File: config.mk
export PLATFORM = sky130hd
export DESIGN_NAME = vsmac_sequencer
export DESIGN_NICKNAME = d
export VERILOG_FILES = /design/src/rtl/vsmac_sequencer.sv
export SDC_FILE = /design/constraint.sdc
export NUM_CORES = 1
export LEC_CHECK = 0
export ABC_AREA = 1
export CORE_MARGIN = 2
export CORE_UTILIZATION = 33
export DETAILED_ROUTE_END_ITERATION = 7
export GPL_TIMING_DRIVEN = 0
export PLACE_DENSITY = 0.76
export REMOVE_ABC_BUFFERS = 1
export SLEW_MARGIN = 20
export SYNTH_ARGS = -nofsm -noshare
export SYNTH_HDL_FRONTEND = slang
export SYNTH_SLANG_ARGS = --single-unit
File: constraint.sdc
create_clock -name clk -period 1.75 [get_ports clk]
set_input_delay 0.175 -clock clk [delete_from_list [all_inputs] [get_ports clk]]
set_output_delay 0.175 -clock clk [all_outputs]
set_load 0.02 [all_outputs]
File: src/rtl/vsmac_sequencer.sv
// Control stage feeding the vector-scalar MAC array: clear, stream ACCUMULATIONS steps, hold result.
// Optional VSMAC_SEQ_PERF_EN adds busy_cycles / pass_count performance counters.
module vsmac_sequencer #(
  parameter int SIZE          = 6,
  parameter int WIDTH         = 8,
  parameter int ACCUMULATIONS = 3,
  parameter int ADDR_WIDTH    = 8
) (
  input  logic                           clk,
  input  logic                           reset,
  input  logic                           in_valid,
  output logic                           in_ready,
  input  logic [WIDTH*ACCUMULATIONS-1:0] in_data,
  input  logic [ADDR_WIDTH-1:0]          w_base,
  output logic                           w_rd_en,
  output logic [ADDR_WIDTH-1:0]          w_addr,
  input  logic [WIDTH*SIZE-1:0]          w_data,
  output logic                           mac_clear,
  output logic                           mac_enable,
  output logic [WIDTH*SIZE-1:0]          mac_a,
  output logic [WIDTH-1:0]               mac_b,
  output logic                           out_valid,
  input  logic                           out_ready
`ifdef VSMAC_SEQ_PERF_EN
  ,
  output logic [31:0]                    busy_cycles,
  output logic [15:0]                    pass_count
`endif
);

  localparam int CW = (ACCUMULATIONS > 1) ? $clog2(ACCUMULATIONS) : 1;
  localparam logic [CW-1:0] LAST = CW'(ACCUMULATIONS - 1);

  typedef enum logic [1:0] {
    IDLE,
    CLEAR,
    RUN,
    DONE
  } state_t;

  state_t                state;
  logic [CW-1:0]         cnt;
  logic [WIDTH-1:0]      act [ACCUMULATIONS];
  logic [ADDR_WIDTH-1:0] base;
  logic                  hs;

  assign hs = in_valid & in_ready;

  always_ff @(posedge clk or posedge reset) begin
    if (reset) begin
      state <= IDLE;
      cnt   <= '0;
      base  <= '0;
      for (int k = 0; k < ACCUMULATIONS; k++) begin
        act[k] <= '0;
      end
    end else begin
      unique case (state)
        IDLE: begin
          if (hs) begin
            for (int k = 0; k < ACCUMULATIONS; k++) begin
              act[k] <= in_data[WIDTH*k +: WIDTH];
            end
            base  <= w_base;
            state <= CLEAR;
          end
        end
        CLEAR: begin
          cnt   <= '0;
          state <= RUN;
        end
        RUN: begin
          if (cnt == LAST) begin
            cnt   <= '0;
            state <= DONE;
          end else begin
            cnt <= cnt + CW'(1);
          end
        end
        DONE: begin
          if (out_ready) begin
            state <= IDLE;
          end
        end
        default: state <= IDLE;
      endcase
    end
  end

  // Decoded from the registered state so an async reset zeroes them at once.
  always_comb begin
    in_ready   = 1'b0;
    w_rd_en    = 1'b0;
    w_addr     = '0;
    mac_clear  = 1'b0;
    mac_enable = 1'b0;
    mac_a      = '0;
    mac_b      = '0;
    out_valid  = 1'b0;
    unique case (state)
      IDLE: in_ready = 1'b1;
      CLEAR: begin
        mac_clear = 1'b1;
        w_rd_en   = 1'b1;
        w_addr    = base;
      end
      RUN: begin
        mac_enable = 1'b1;
        mac_a      = w_data;
        mac_b      = act[cnt];
        if (cnt != LAST) begin
          w_rd_en = 1'b1;
          w_addr  = base + ADDR_WIDTH'(cnt) + ADDR_WIDTH'(1);
        end
      end
      DONE: out_valid = 1'b1;
      default: ;
    endcase
  end

`ifdef VSMAC_SEQ_PERF_EN
  always_ff @(posedge clk or posedge reset) begin
    if (reset) begin
      busy_cycles <= '0;
      pass_count  <= '0;
    end else begin
      if (state != IDLE && busy_cycles != 32'hFFFF_FFFF) begin
        busy_cycles <= busy_cycles + 32'd1;
      end
      if (state == DONE && out_ready) begin
        pass_count <= pass_count + 16'd1;
      end
    end
  end
`endif

endmodule
Yosys cells after proc, flatten, opt, wreduce, memory -nomap -nowiden

Index checks and enable logic that the tools add are counted.

Add/sub/neg operators: 3
$mul: 0
Div/mod/pow operators: 0
Magnitude comparators: 1
Equality and inequality tests: 8
Shift operators: 0
Muxes and demuxes: 19
Bitwise operators: 2
Reduce and logical (&&, ||, !) cells: 4

Operator list:

| cell                  | count |
|---|---|
| $mux W48              | 1 |
| $mux W8               | 4 |
| $bmux W8 S2           | 1 |
| $pmux W8 S2           | 1 |
| $add A8 B1 Y8 const B | 1 |
| $add A8 B2 Y8         | 1 |
| $mux W2               | 4 |
| $ne A2 B2 Y1 const B  | 4 |
| $pmux W2 S4           | 1 |
| $eq A2 B2 Y1 const B  | 3 |
| $mux W1               | 5 |
| $pmux W2 S2           | 1 |
| $ge A3 B3 Y1 const B  | 1 |
| $not A2 Y3            | 1 |
| $reduce_and A3 Y1     | 1 |
| $add A2 B1 Y2 const B | 1 |
| $eq A2 B1 Y1 const B  | 1 |
| $logic_not A2 Y1      | 1 |
| $pmux W1 S2           | 1 |
| $reduce_and A2 Y1     | 1 |
| $reduce_bool A2 Y1    | 1 |
| $and A1 B1 Y1         | 1 |

Bits in registers: 36
Bits in latches: 0
Bits in writable memories: 0
Memory bits (read-only): 0
Input port bits: 84
Logic and storage cells: 43
Memories kept: 0

Logic depth before layout (Yosys ltp)

Depth in word-level cells: 5
Depth in mapped cells: 10
Depth with buffers taken out: 10

Least setup slack after synthesis

Ideal clock, no wire load.

Path type: register to output
Start point: register state[0]
End point: output w_addr[3]
Arrival time: 1.805 ns
Data required time: 1.575 ns
Slack: -0.230 ns
Stages on the path, launching flop included: 8
Cell sequence: dfrtp_1 > inv_1 > ha_1 > clkbuf_2 > nand2_4 > a21oi_1 > nand2_1 > nor2_1

Word-level cells in the longest chain between the ends: 2
Elaborated cells between the ends (all ways): 3

RTL lines:

| element                                             | line | RTL |
|---|---|---|
| start, declared                                     | 41   | `state_t state;` |
| start signal, assigned                              | 51   | `state <= IDLE;` |
| start signal, assigned                              | 65   | `state <= CLEAR;` |
| start signal, assigned                              | 70   | `state <= RUN;` |
| $eq A2 B2 Y1 / $eq A2 B1 Y1 (equally long branches) | 100  | `unique case (state)` |
| $pmux W8 S2 (*)                                     | 100  |  |
| end, declared                                       | 16   | `output logic [ADDR_WIDTH-1:0] w_addr,` |

Every way passes the cells marked *; elsewhere a longest branch is shown, timed or not.

Worst setup path after layout

Start point: register cnt[0]
End point: output w_addr[6]

Word-level cells in the longest chain between the ends: 4
Elaborated cells between the ends (all ways): 5

RTL lines:

| element                | line | RTL |
|---|---|---|
| start, declared        | 42   | `logic [CW-1:0] cnt;` |
| start signal, assigned | 77   | `cnt <= cnt + CW'(1);` |
| $add A8 B2 Y8          | 113  | `w_addr = base + ADDR_WIDTH'(cnt) + ADDR_WIDTH'(1);` |
| $add A8 B1 Y8          | 113  |  |
| $mux W8 (*)            | 111  | `if (cnt != LAST) begin` |
| $pmux W8 S2 (*)        | 100  |  |

Marks and branches as above.

==> key figures <==
Run status
  • Status: finished with violations
  • Failing checks: setup timing

Logic synthesis
  • Synth cell types: 23
  • Async S/R FF share, synth: 100%
  • Post-Syn Area: 2320 sq um
  • Area fraction in compound gates after synthesis: 11.2%
  • Mapped Cells: 333
  • Top cells by area, synth: dfrtp_1 (39%), inv_1 (15%), nand2_1 (14%), a21oi_1 (6.3%), mux2_2 (5.3%)
  • Ys Warns: 0
  • Post-synth EDFFs: 0
  • #FFs+latches synth: 36
  • Simple-Gate Fraction of Synth Area: 22.3%
  • Mux share of post-synthesis cell area: 5.33%
  • Adder-cell share of the synthesized area: between 4 and 5%
  • Post-synthesis xor/xnor area fraction: 0%
  • Top-area cell type share of the netlist area: between 30% and 40%
  • Register area share after synthesis: 38.8%
  • Synth Flop Type: dfrtp_1
  • Avg Inst Size Synth: roughly 7 sq um
  • Synth area leader: dfrtp_1
  • Largest family of logic cells by synthesized area: simple AND/OR/NAND/NOR gates

Layout
  • Share of cells above drive strength 1: 39.4%
  • Fillcell total: 541
  • Area Growth Syn to Fin: 98.1%
  • Finished Core Util: 67.7%
  • N_diodes: 0
  • Fin nets: 599

STA
  • Fmax: between 400 and 500 MHz
  • Max-slew violations: 0
  • Final min period: 2.06 ns
  • Setup TNS: -2.77 ns
  • Unrepaired setup endpoints after global routing: yes
  • Clk_skew: around 0.0045 ns
  • Worst slew margin: 49.7%
  • Worst slew pin tran: roughly 0.75 ns
  • Final setup vio count: 38
  • Hold slack: between 0.3 and 0.4 ns
  • Fin. Hold Viols: 0
  • Fin crit share: 118%
  • PnR worst setup slack: -0.309 ns

Global routing
  • Largest net degree at the start of global routing: 54
  • Initial antenna violation count: 0
  • Global Route Usage Sum: between 10% and 20%
  • Vias in the first global route: approximately 2.4k
  • GRT overflow: 0
  • First-pass GRT wire length: 11.5 mm

CTS
  • CTS Buf Count: 5
  • CTS H-tree depth: 2
  • Reg clk slew, reported paths: about 0.070 ns
  • Hold buffer count at CTS: 0
  • Clock sinks: 36
  • Clk root buf: clkbuf_8
  • Worst-skew pair later-pin latency: 0.29 ns
  • CTS max path bufs: 2
  • CTS tree: yes

Routing
  • Drt wl/cell: 13.5 microns
  • DRT iter0 DRCs: 93
  • Via count: between 2k and 3k
  • Detail Route Antenna Nets: 0
  • Total routed wirelength: 8.14 mm
  • DRC: 0
  • Drt first pass iters: 4
  • Via density: between 4 and 5

Floorplan
  • Core ar.: a little under 7000 sq um
  • Initial Utilization: between 30% and 40%
  • Die H: 87.9 microns
  • Die area: 7720 sq um
  • Chip width: 87.9 microns
  • Top-Level Pins: between 150 and 200
  • FP Rows: 30

Critical path
  • CP startpoint kind: register
  • CP arrival: 1.88 ns
  • Critical path class: reg -> out
  • Worst Path Max Fanout: 3
  • Critical Path RT: 1.57 ns
  • CP endpoint kind: output pin
  • Reg-to-reg setup timing slack: 0.15 ns

Power
  • Internal power: 4.22 mW
  • Clk pwr share: 10.5%
  • P_sw: 3.37 mW
  • Switching share of total power: 44.4%
  • VDD IR max: 766 uV
  • Comb pwr share: 70.2%
  • Reg power frac: 19.2%
  • Pwr Density: 1650 nW/um^2
  • Leak pwr: 2.48 nW

Placement
  • Routability Congestion: 0.860
  • DP HPWL: ~5.2 mm
  • I/O Buffers: 152

Min path
  • Hold/Removal Path Class: in -> async

Job
  • # Max-Cap Violations: 0
-- critical path, cell delays in order, from the launching register on --
cell and delay [ns]:
dfrtp_1 0.40, inv_2 0.08, ha_4 0.12, inv_2 0.03, fa_2 0.39, nand2_4 0.10
nor2_4 0.04, nand3_2 0.07, nand3_2 0.07, a21oi_2 0.14, buf_4 0.15
-- metal layers --
metal | GRT usage [%] | wire length [microns]
met5 | 0 | 0
met4 | 5.03 | 80
met1 | 22.8 | 3160
met3 | 3.68 | 516
met2 | 34.7 | 4390
-- what timing repair did --
action / 4_1_cts / 5_1_grt
setup endpoints to repair: 101 / 63
pin swaps: 11 / 4
cloned: 1 / 4
resized for setup: 284 / 159
setup buffers: 15 / 7
-- placed cells by master, fill, tap and decap left out, types with 4 or more instances in the layout --
master           instances
nand2_4                  5
buf_4                   17
nand3_2                  4
clkdlybuf4s50_1         83
a21oi_1                 24
inv_2                   29
nor2_1                  26
buf_6                   45
nand2_1                 56
mux2_2                  11
buf_2                   10
clkbuf_8                 7
nand2_2                 28
nand3_1                  6
clkdlybuf4s15_2         10
ha_4                     5
a21oi_2                  5
inv_1                   62
dfrtp_1                 35
-- path summary, 6_finish.rpt --
| kind | startpoint | endpoint | depth (start not counted) |
|---|---|---|---|
| setup / recovery | cnt[0]$_DFFE_PP0P_ | w_addr[6] | 10 |
| setup reg to reg | state[1]$_DFFE_PP0P_ | act[17]$_DFFE_PP0P_ | 4 |
| min in group clk | in_data[16] | act[0]$_DFFE_PP0P_ | 3 |
| hold / removal | reset | cnt[0]$_DFFE_PP0P_ | 2 |
| hold reg to reg | act[17]$_DFFE_PP0P_ | act[17]$_DFFE_PP0P_ | 1 |
| max in group asynchronous | reset | cnt[1]$_DFFE_PP0P_ | 2 |
-- cells in the mapped netlist, types with 4 or more instances --
| cell type | count |
|---|---|
| ha_1 | 7 |
| o221ai_1 | 6 |
| dfrtp_1 | 36 |
| nand3_1 | 10 |
| inv_1 | 91 |
| buf_2 | 4 |
| a21oi_1 | 29 |
| nor2_1 | 28 |
| mux2_2 | 11 |
| nand2_1 | 86 |
| o21ai_0 | 4 |
| o22ai_1 | 4 |
-- cells by family (layout without fill, tap and decap cells) --
group,count (synthesis),in the layout
simple gates,129,129
buf+inv,104,279
compound gates,45,45
flops,36,36
mux,11,11
fa+ha+maj,8,8
-- area by class of cell --
cell class	count	area (sq um)	area share, %
Clock buffer	7	96.3	2.09
Clock inverter	1	30.0	0.653
Inverter	92	348	7.56
Multi-Input combinational cell	193	1270	27.5
Sequential cell	36	902	19.6
Tap cell	96	120	2.61
Timing Repair Buffer	179	1840	39.9
-- flip-flops by register name, indices dropped and copies added (netlist names) --
signal / count
cnt: 2
act: 24
state: 2
base: 8
-- power groups by stage --
stage | clock [mW] | sequential [mW] | combinational (mW)
after floorplan | 0 | 1.40 | 2.38
after global placement | 0 | 1.44 | 3.92
after detailed placement | 0 | 1.46 | 4.03
after CTS | 0.812 | 1.44 | 4.38
after global routing | 0.850 | 1.51 | 5.75
final | 0.799 | 1.46 | 5.33
-- per-stage QoR --
step	cells	power, mW	cell area (sq um)	setup slack, ns
detailed placement	570	5.48	3920	-0.834
global route	604	8.11	4600	-0.386
CTS	594	6.63	4170	-0.279
floorplan	321	3.79	2260	-1.05
finish	604	7.59	4600	-0.309
global placement	569	5.36	3900	-1.73
No activity file was read; power rests on OpenSTA's default activity.
